==> src/rtl/jk_cmd_driver_if.sv <==
// Target-bit stream into jk_cmd_driver: valid/ready handshake carrying one requested FSM output bit.
// Latency: none, wires only.
// Backpressure: the source holds tgt_valid/tgt_bit until it sees tgt_ready high at a clock edge.
interface jk_cmd_driver_if;
  logic tgt_valid;
  logic tgt_bit;
  logic tgt_ready;

  modport master (
    output tgt_valid,
    output tgt_bit,
    input  tgt_ready
  );

  modport slave (
    input  tgt_valid,
    input  tgt_bit,
    output tgt_ready
  );
endinterface

==> src/rtl/jk_cmd_driver.sv <==
// Purpose: buffers target bits, encodes each into a one-cycle j/k command for a 2-state JK FSM and counts read-back mismatches.
// Latency: push at edge N into an empty FIFO -> j/k in cycle N+1..N+2 -> mismatch pulse in cycle N+3..N+4; one bit per 2 cycles.
// Backpressure: tgt_ready = !full. Build option JK_TOGGLE_EN encodes every state change as j=k=1 (toggle).
module jk_cmd_driver #(
  parameter int DEPTH = 4,
  parameter int CNT_W = 8
) (
  input  logic             clk,
  input  logic             reset,
  jk_cmd_driver_if.slave   tgt,
  output logic             j,
  output logic             k,
  input  logic             fsm_out,
  output logic             mismatch,
  output logic [CNT_W-1:0] err_cnt,
  output logic             busy
);

  localparam int PW = (DEPTH > 1) ? $clog2(DEPTH) : 1;
  localparam int CW = PW + 1;
  localparam logic [CW-1:0]    FULL_CNT = CW'(DEPTH);
  localparam logic [CNT_W-1:0] ERR_MAX  = {CNT_W{1'b1}};

  typedef enum logic [1:0] {
    IDLE  = 2'd0,
    DRIVE = 2'd1,
    CHECK = 2'd2
  } state_t;

  state_t           state_q, state_d;
  logic [DEPTH-1:0] mem_q, mem_d;
  logic [PW-1:0]    wr_ptr_q, wr_ptr_d;
  logic [PW-1:0]    rd_ptr_q, rd_ptr_d;
  logic [CW-1:0]    count_q, count_d;
  logic             m_q, m_d;
  logic             cur_tgt_q, cur_tgt_d;
  logic             j_q, j_d;
  logic             k_q, k_d;
  logic             mismatch_q, mismatch_d;
  logic [CNT_W-1:0] err_cnt_q, err_cnt_d;

  logic full;
  logic empty;
  logic push;
  logic pop;
  logic head;

  // Command for moving the FSM from its current state m to target t; hold is always j=k=0.
  function automatic logic [1:0] encode(input logic m, input logic t);
    logic [1:0] cmd;
    cmd = 2'b00;
    if (t != m) begin
`ifdef JK_TOGGLE_EN
      cmd = 2'b11;
`else
      cmd = t ? 2'b10 : 2'b01;
`endif
    end
    return cmd;
  endfunction

  assign full          = (count_q == FULL_CNT);
  assign empty         = (count_q == '0);
  assign head          = mem_q[rd_ptr_q];
  assign push          = tgt.tgt_valid && !full;
  assign tgt.tgt_ready = !full;

  assign j        = j_q;
  assign k        = k_q;
  assign mismatch = mismatch_q;
  assign err_cnt  = err_cnt_q;
  assign busy     = !empty || (state_q != IDLE);

  // Sequencer: pop/encode in IDLE or CHECK, clear command after DRIVE, compare read-back in CHECK.
  always_comb begin
    state_d    = state_q;
    m_d        = m_q;
    cur_tgt_d  = cur_tgt_q;
    j_d        = 1'b0;
    k_d        = 1'b0;
    mismatch_d = 1'b0;
    err_cnt_d  = err_cnt_q;
    pop        = 1'b0;

    case (state_q)
      IDLE: begin
        if (!empty) begin
          pop        = 1'b1;
          cur_tgt_d  = head;
          {j_d, k_d} = encode(m_q, head);
          state_d    = DRIVE;
        end
      end

      DRIVE: begin
        // The FSM samples the command at this closing edge, so our model of it advances now.
        m_d     = cur_tgt_q;
        state_d = CHECK;
      end

      CHECK: begin
        if (fsm_out != cur_tgt_q) begin
          mismatch_d = 1'b1;
          if (err_cnt_q != ERR_MAX) begin
            err_cnt_d = err_cnt_q + 1'b1;
          end
        end
        if (!empty) begin
          pop        = 1'b1;
          cur_tgt_d  = head;
          {j_d, k_d} = encode(m_q, head);
          state_d    = DRIVE;
        end else begin
          state_d = IDLE;
        end
      end

      default: begin
        state_d = IDLE;
      end
    endcase
  end

  // FIFO bookkeeping: write at wr_ptr on push, advance rd_ptr on pop, occupancy tracks both.
  always_comb begin
    mem_d    = mem_q;
    wr_ptr_d = wr_ptr_q;
    rd_ptr_d = rd_ptr_q;
    count_d  = count_q;

    if (push) begin
      mem_d[wr_ptr_q] = tgt.tgt_bit;
      wr_ptr_d        = wr_ptr_q + 1'b1;
    end
    if (pop) begin
      rd_ptr_d = rd_ptr_q + 1'b1;
    end
    if (push && !pop) begin
      count_d = count_q + 1'b1;
    end else if (!push && pop) begin
      count_d = count_q - 1'b1;
    end
  end

  // State registers; synchronous reset drops queued and in-flight bits without a mismatch.
  always_ff @(posedge clk) begin
    if (reset) begin
      state_q    <= IDLE;
      mem_q      <= '0;
      wr_ptr_q   <= '0;
      rd_ptr_q   <= '0;
      count_q    <= '0;
      m_q        <= 1'b0;
      cur_tgt_q  <= 1'b0;
      j_q        <= 1'b0;
      k_q        <= 1'b0;
      mismatch_q <= 1'b0;
      err_cnt_q  <= '0;
    end else begin
      state_q    <= state_d;
      mem_q      <= mem_d;
      wr_ptr_q   <= wr_ptr_d;
      rd_ptr_q   <= rd_ptr_d;
      count_q    <= count_d;
      m_q        <= m_d;
      cur_tgt_q  <= cur_tgt_d;
      j_q        <= j_d;
      k_q        <= k_d;
      mismatch_q <= mismatch_d;
      err_cnt_q  <= err_cnt_d;
    end
  end

endmodule

==> src/flat_wrapper.sv <==
// flat-port wrapper written by rule: the top's interface ports become plain ports
module jk_cmd_driver_flat 
#(
  parameter int DEPTH = 4,
  parameter int CNT_W = 8
)
  (clk, reset, j, k, fsm_out, mismatch, err_cnt, busy, tgt_tgt_valid, tgt_tgt_bit, tgt_tgt_ready);
  jk_cmd_driver_if tgt_i ();
  input  logic clk;
  input  logic reset;
  output logic j;
  output logic k;
  input  logic fsm_out;
  output logic mismatch;
  output logic [CNT_W-1:0] err_cnt;
  output logic busy;
  input wire logic [$bits(tgt_i.tgt_valid)-1:0] tgt_tgt_valid;
  input wire logic [$bits(tgt_i.tgt_bit)-1:0] tgt_tgt_bit;
  output wire logic [$bits(tgt_i.tgt_ready)-1:0] tgt_tgt_ready;
  assign tgt_i.tgt_valid = tgt_tgt_valid;
  assign tgt_i.tgt_bit = tgt_tgt_bit;
  assign tgt_tgt_ready = tgt_i.tgt_ready;
  jk_cmd_driver #(.DEPTH(DEPTH), .CNT_W(CNT_W)) u_core (.clk(clk), .reset(reset), .tgt(tgt_i), .j(j), .k(k), .fsm_out(fsm_out), .mismatch(mismatch), .err_cnt(err_cnt), .busy(busy));
endmodule
==> config.mk <==
export PLATFORM = sky130hd
export DESIGN_NAME = jk_cmd_driver_flat
export DESIGN_NICKNAME = d
export VERILOG_FILES = /design/src/rtl/jk_cmd_driver_if.sv /design/src/rtl/jk_cmd_driver.sv /design/src/flat_wrapper.sv
export SDC_FILE = /design/constraint.sdc
export NUM_CORES = 1
export LEC_CHECK = 0
export ABC_AREA = 1
export CORE_MARGIN = 2
export CORE_UTILIZATION = 55
export CTS_BUF_LIST = sky130_fd_sc_hd__clkbuf_16
export DETAILED_ROUTE_END_ITERATION = 8
export HOLD_SLACK_MARGIN = 0.15
export MAX_ROUTING_LAYER = met4
export PLACE_DENSITY = 0.83
export SETUP_SLACK_MARGIN = 0.5
export SLEW_MARGIN = 20
export SYNTH_ARGS = -nofsm -noshare
export SYNTH_HDL_FRONTEND = slang
export SYNTH_SLANG_ARGS = --single-unit
==> constraint.sdc <==
create_clock -name clk -period 5.4 [get_ports clk]
set_input_delay 1.08 -clock clk [delete_from_list [all_inputs] [get_ports clk]]
set_output_delay 1.08 -clock clk [all_outputs]
set_load 0.01 [all_outputs]
=== Word level (Yosys, flattened, before mapping) ===
Cells that the tools add are included.

* Word-level logic and storage cells: 62
* Input port bits: 5
* Output and inout bits: 13
* Register bits after elaboration: 26

* Equal/unequal tests: 7
* Reduce and logical (&&, ||, !) cells: 18
* Muxes and demuxes: 14
* Order comparisons: 3
* Add/subtract/negate cells: 5
* Bitwise logic cells: 4

{| class="wikitable"
|+ Operator list
! kind !! number
|-
| 8-bit by 1-bit adder with 8-bit output (second input constant) || 1
|-
| 8-bit != test (second input constant) || 1
|-
| 2-bit by 3-bit < comparator with 1-bit output (second input constant) || 2
|-
| 1-bit two-way mux || 6
|-
| 3-bit two-way mux || 2
|-
| 2-bit one-hot mux with 3 select lines || 1
|-
| 2-bit by 1-bit adder with 2-bit output (second input constant) || 2
|-
| 4-bit bitwise mux || 1
|-
| 1-bit logical AND || 4
|-
| 1-bit logical NOT || 4
|-
| 2-bit two-way mux || 2
|-
| 1-bit inverter || 4
|-
| 2-bit nonzero test || 2
|-
| 2-bit OR reduction || 2
|-
| 4-bit OR reduction || 1
|-
| 3-bit by 1-bit adder with 3-bit output (second input constant) || 1
|-
| 3-bit equality test (second input constant) || 1
|-
| 3-bit logical NOT || 1
|-
| 3-bit AND reduction || 1
|-
| 3-bit by 1-bit subtractor with 3-bit output (second input constant) || 1
|-
| 1-bit binary-select mux with 2-bit select || 1
|-
| 1-bit demux with 2-bit select || 1
|-
| 2-bit by 1-bit equality test with 1-bit output (second input constant) || 1
|-
| 2-bit equality test (second input constant) || 1
|-
| other kinds (6) || 7
|}

=== Logic depth before layout (Yosys ltp) ===
* Depth in word-level cells: 7
* Depth in mapped cells: 12
* Mapped depth without buffers: 12

=== Worst setup path after synthesis ===
Ideal clock, no wire load.

* Kind: input -> register
* Start: input port tgt_tgt_valid
* End: register u_core.count_q[2]
* Path slack: 3.066 ns
* Required time: 5.287 ns
* Stages: 9
* Path buffers: 0
* Setup time: 0.113 ns
* Data arrival time: 2.221 ns
* Path through: nand2_1 > inv_2 > ha_1 > inv_1 > fa_1 > a21oi_1 > o21ai_0 > nor2_1 > nor2_1

* Longest elaborated chain between the ends: 4
* Elaborated cells on any way between the ends: 6
* Those cells by class: mux (1); reduce/logical (5)

{| class="wikitable"
|+ Ends and longest elaborated chain
! item !! RTL line !! source
|-
| start: declaration || flat_wrapper.sv:17 || <nowiki>input wire logic [$bits(tgt_i.tgt_valid)-1:0] tgt_tgt_valid;</nowiki>
|-
| 1-bit logical AND * || jk_cmd_driver.sv:65 || <nowiki>assign push = tgt.tgt_valid && !full;</nowiki>
|-
| named net u_core.push || jk_cmd_driver.sv:44 || <nowiki>logic push;</nowiki>
|-
| 1-bit logical NOT || jk_cmd_driver.sv:140 || <nowiki>end else if (!push && pop) begin</nowiki>
|-
| 1-bit logical AND || jk_cmd_driver.sv:140 ||
|-
| 2-bit nonzero test (no line) || n/a ||
|-
| end signal: assignment || jk_cmd_driver.sv:164 || <nowiki>count_q <= count_d;</nowiki>
|-
| end: declaration || jk_cmd_driver.sv:34 || <nowiki>logic [CW-1:0] count_q, count_d;</nowiki>
|}

Mark *: on every way through the listed nets, which the timed path passes. The rest lies on a longest branch.
A chain may end at the register's enable or synchronous reset.

=== Worst setup path after layout ===
Same ends and word-level chain as after synthesis.

==> load_flow_metrics.sql <==
INSERT INTO impl_metrics (metric_group, metric, value, unit) VALUES
('floorplanning', 'die_h', '53.5', 'µm'),
('global_route', 'grt_util_all_layers', '21.8', '%'),
('setup_path', 'setup.worst_path.start_class', 'input port', ''),
('drt', 'finalWirelength', '2580', 'µm'),
('layout', 'final_common_cell', 'sky130_fd_sc_hd__nand2_1', ''),
('setup_path', 'timing.critical_path.mode_cell', 'sky130_fd_sc_hd__nor2_1', ''),
('global_route', 'via_count_of_the_first_global_routing_pass', '1065', ''),
('timing', 'fin_setup_tns', '0', 'ns'),
('timing', 'hold-worst-slack', '0.456', 'ns'),
('floorplanning', 'placement_rows', '17', ''),
('yosys', 'synthesis.yosys.warnings', '0', ''),
('floorplanning', 'die_area', '0.00286', 'mm²'),
('setup_path', 'timing.reg2reg.worst_path_depth', '11', ''),
('setup_path', 'startpoint', 'tgt_tgt_valid', ''),
('min_path', 'hold_path_end', 'u_core.k', ''),
('layout', 'fillerInstances', '199', ''),
('timing', 'tightest_slew', '0.462', 'ns'),
('yosys', 'mappedNetlistArea', '0.00135', 'mm²'),
('floorplanning', 'initial_utilization', '59.7', '%'),
('drt', 'drtAntennaViolNets', '0', ''),
('setup_path', 'worst_ep_required_time', '5.55', 'ns'),
('place', 'place.gp.congestion', '0.790', ''),
('setup_path', 'critical_path.cell_chain', 'clkdlybuf4s50_1 > nand2_1 > inv_2 > ha_1 > inv_1 > fa_1 > a21oi_1 > o21ai_0 > nor2_1 > nor2_1', ''),
('cts', 'postCtsHoldBufs', '0', ''),
('timing', 'finalSetupViolations', '0', ''),
('run_status', 'run_status', 'finished, final reports clean', ''),
('cts', 'tritoncts_clock_tree', 'built', ''),
('timing', 'drv_slew', '0', ''),
('setup_path', 'setup_slack_on_the_worst_flop_to_flop_path', '3.40', 'ns'),
('timing', 'fin_ws', '2.70', 'ns'),
('layout', 'final_cell_count_no_fill', '236', ''),
('drt', 'first_pass_iters', '4', ''),
('yosys', 'syn-instance-count', '190', ''),
('drt', 'detailroute.wirelength.met3', '117', 'µm'),
('yosys', 'synth_top_cell_area_share', '38.7', '%'),
('setup_path', 'timing.rr.end', 'u_core.count_q[2]', ''),
('drt', 'drt_first_iter_violations', '18', ''),
('cts', 'cts.clk_slew.worst_paths', '0.06', 'ns'),
('drt', 'avgRoutedWirePerCell', '10.9', 'µm'),
('place', 'detailedPlace.worstSlack', '2.45', 'ns'),
('yosys', 'post-synth-top-area-cell', 'sky130_fd_sc_hd__dfxtp_1', ''),
('cts', 'h_tree_depth', '1', ''),
('power_and_ir_drop', 'irDropWorstVdd', '0.336', 'mV'),
('setup_path', 'critical_path_peak_fanout', '9', ''),
('place', 'placedInstanceArea', '0.00154', 'mm²'),
('timing', 'rsz0062_at_grt', 'false', ''),
('layout', 'multiInputGateArea', '693', 'µm²'),
('setup_path', 'worstPathArrival', '2.85', 'ns'),
('drt', 'detailroute.wirelength.met2', '1290', 'µm'),
('layout', 'synthToLayoutAreaGrowth', '20.2', '%'),
('layout', 'layout_net_count', '222', ''),
('cts', 'clkSinkCount', '26', ''),
('drt', 'top_layer_used', 'met4', ''),
('setup_path', 'regToRegStartpoint', 'u_core.count_q[1]', ''),
('flow_run', 'max-cap-violations', '0', ''),
('floorplanning', 'floorplan.core_area', '0.00225', 'mm²'),
('min_path', 'hold_start', 'u_core.m_q', ''),
('place', 'numPlacedInstances', '233', ''),
('floorplanning', 'floorplan.io_pins', '18', ''),
('yosys', 'postSynthAreaPerCell', '7.09', 'µm²'),
('layout', 'fin_area', '0.00162', 'mm²'),
('layout', 'register_area', '520', 'µm²'),
('drt', 'route.detailed.vias_per_inst', '5.06', ''),
('yosys', 'yosysSeqAreaShare', '38.7', '%'),
('cts', 'post_cts.resized_instances', '0', ''),
('cts', 'ctsRootBufferMaster', 'sky130_fd_sc_hd__clkbuf_16', ''),
('layout', 'diodes', '0', ''),
('floorplanning', 'die_x', '53.5', 'µm'),
('global_route', 'grt_antenna_before_repair', '0', ''),
('layout', 'most-common-layout-cells', '46 x sky130_fd_sc_hd__nand2_1, 30 x sky130_fd_sc_hd__inv_1, 26 x sky130_fd_sc_hd__dfxtp_1', ''),
('place', 'dpl_hpwl', '1950', 'µm');
[critical path: cells and delay by family]
family	cells	cell delay, ns
fa+ha+maj	2	0.54
compound gates	2	0.29
buf+inv	3	0.66
simple gates	3	0.28
[registers in the layout (all words and copies together), names as in the netlist]
| signal | flops |
|---|---|
| u_core.mem_q | 4 |
| u_core.state_q | 2 |
| u_core.mismatch | 1 |
| u_core.count_q | 3 |
| u_core.rd_ptr_q | 2 |
| u_core.m_q | 1 |
| u_core.cur_tgt_q | 1 |
| u_core.err_cnt | 8 |
| u_core.k | 1 |
| u_core.j | 1 |
| u_core.wr_ptr_q | 2 |
[synth_stat cells, drive strengths merged]
cell type and count:
nand2 49, and3b 1, buf 1, xor2 2, fa 1, nor2 25, nor3 1, o21ai 9
dfxtp 26, clkbuf 1, clkinv 1, ha 6, nand3 17, nand4 2, o211ai 2, inv 32
a21oi 14
[power by group]
part	total, mW	internal, mW	switching (mW)
sequential	0.257	0.230	0.0270
combinational	0.227	0.0888	0.139
clock	0.162	0.0981	0.0636
[logic make-up (layout without fill, tap and decap cells)]
family | Yosys count | in the layout | share of synthesized area (%)
buffers and inverters | 35 | 53 | 9.85
XOR/XNOR | 2 | 2 | 1.30
flip-flops | 26 | 26 | 38.7
adder cells (fa/ha/maj) | 7 | 7 | 7.06
AND/OR/NAND/NOR | 95 | 95 | 33.5
AO/OA/AOI/OAI | 25 | 25 | 9.67
[metrics by stage]
step	utilization [%]	total power, mW
final	71.8	0.646
after floorplan	-	0.419
after global routing	71.8	0.694
after global placement	68.4	0.474
after detailed placement	68.4	0.487
after CTS	71.8	0.649
[area by class of cell]
| cell class | instances | area share (%) |
|---|---|---|
| inverters | 33 | 7.66 |
| multi-input cells | 129 | 42.8 |
| well taps | 28 | 2.17 |
| clock buffers | 3 | 4.64 |
| repair buffers | 17 | 10.5 |
| flip-flops and latches | 26 | 32.2 |
[worst max path at each step]
stage | endpoint | cells past startpoint | slack [ns]
after detailed placement | u_core.count_q[2] | 10 | 2.45
final | u_core.count_q[2] | 10 | 2.70
after floorplan | u_core.count_q[2] | 9 | 3.07
after global routing | u_core.count_q[2] | 10 | 2.53
after CTS | u_core.count_q[2] | 10 | 2.72
after global placement | u_core.count_q[2] | 10 | 2.56
[per-layer routing]
metal	vias to the layer above	track usage (%)
li1	632	-
met1	527	23.0
met2	32	39.9
met3	4	4.24
met4	0	7.69
met5	-	-
Note: power is estimated with default switching activity, not from simulation.
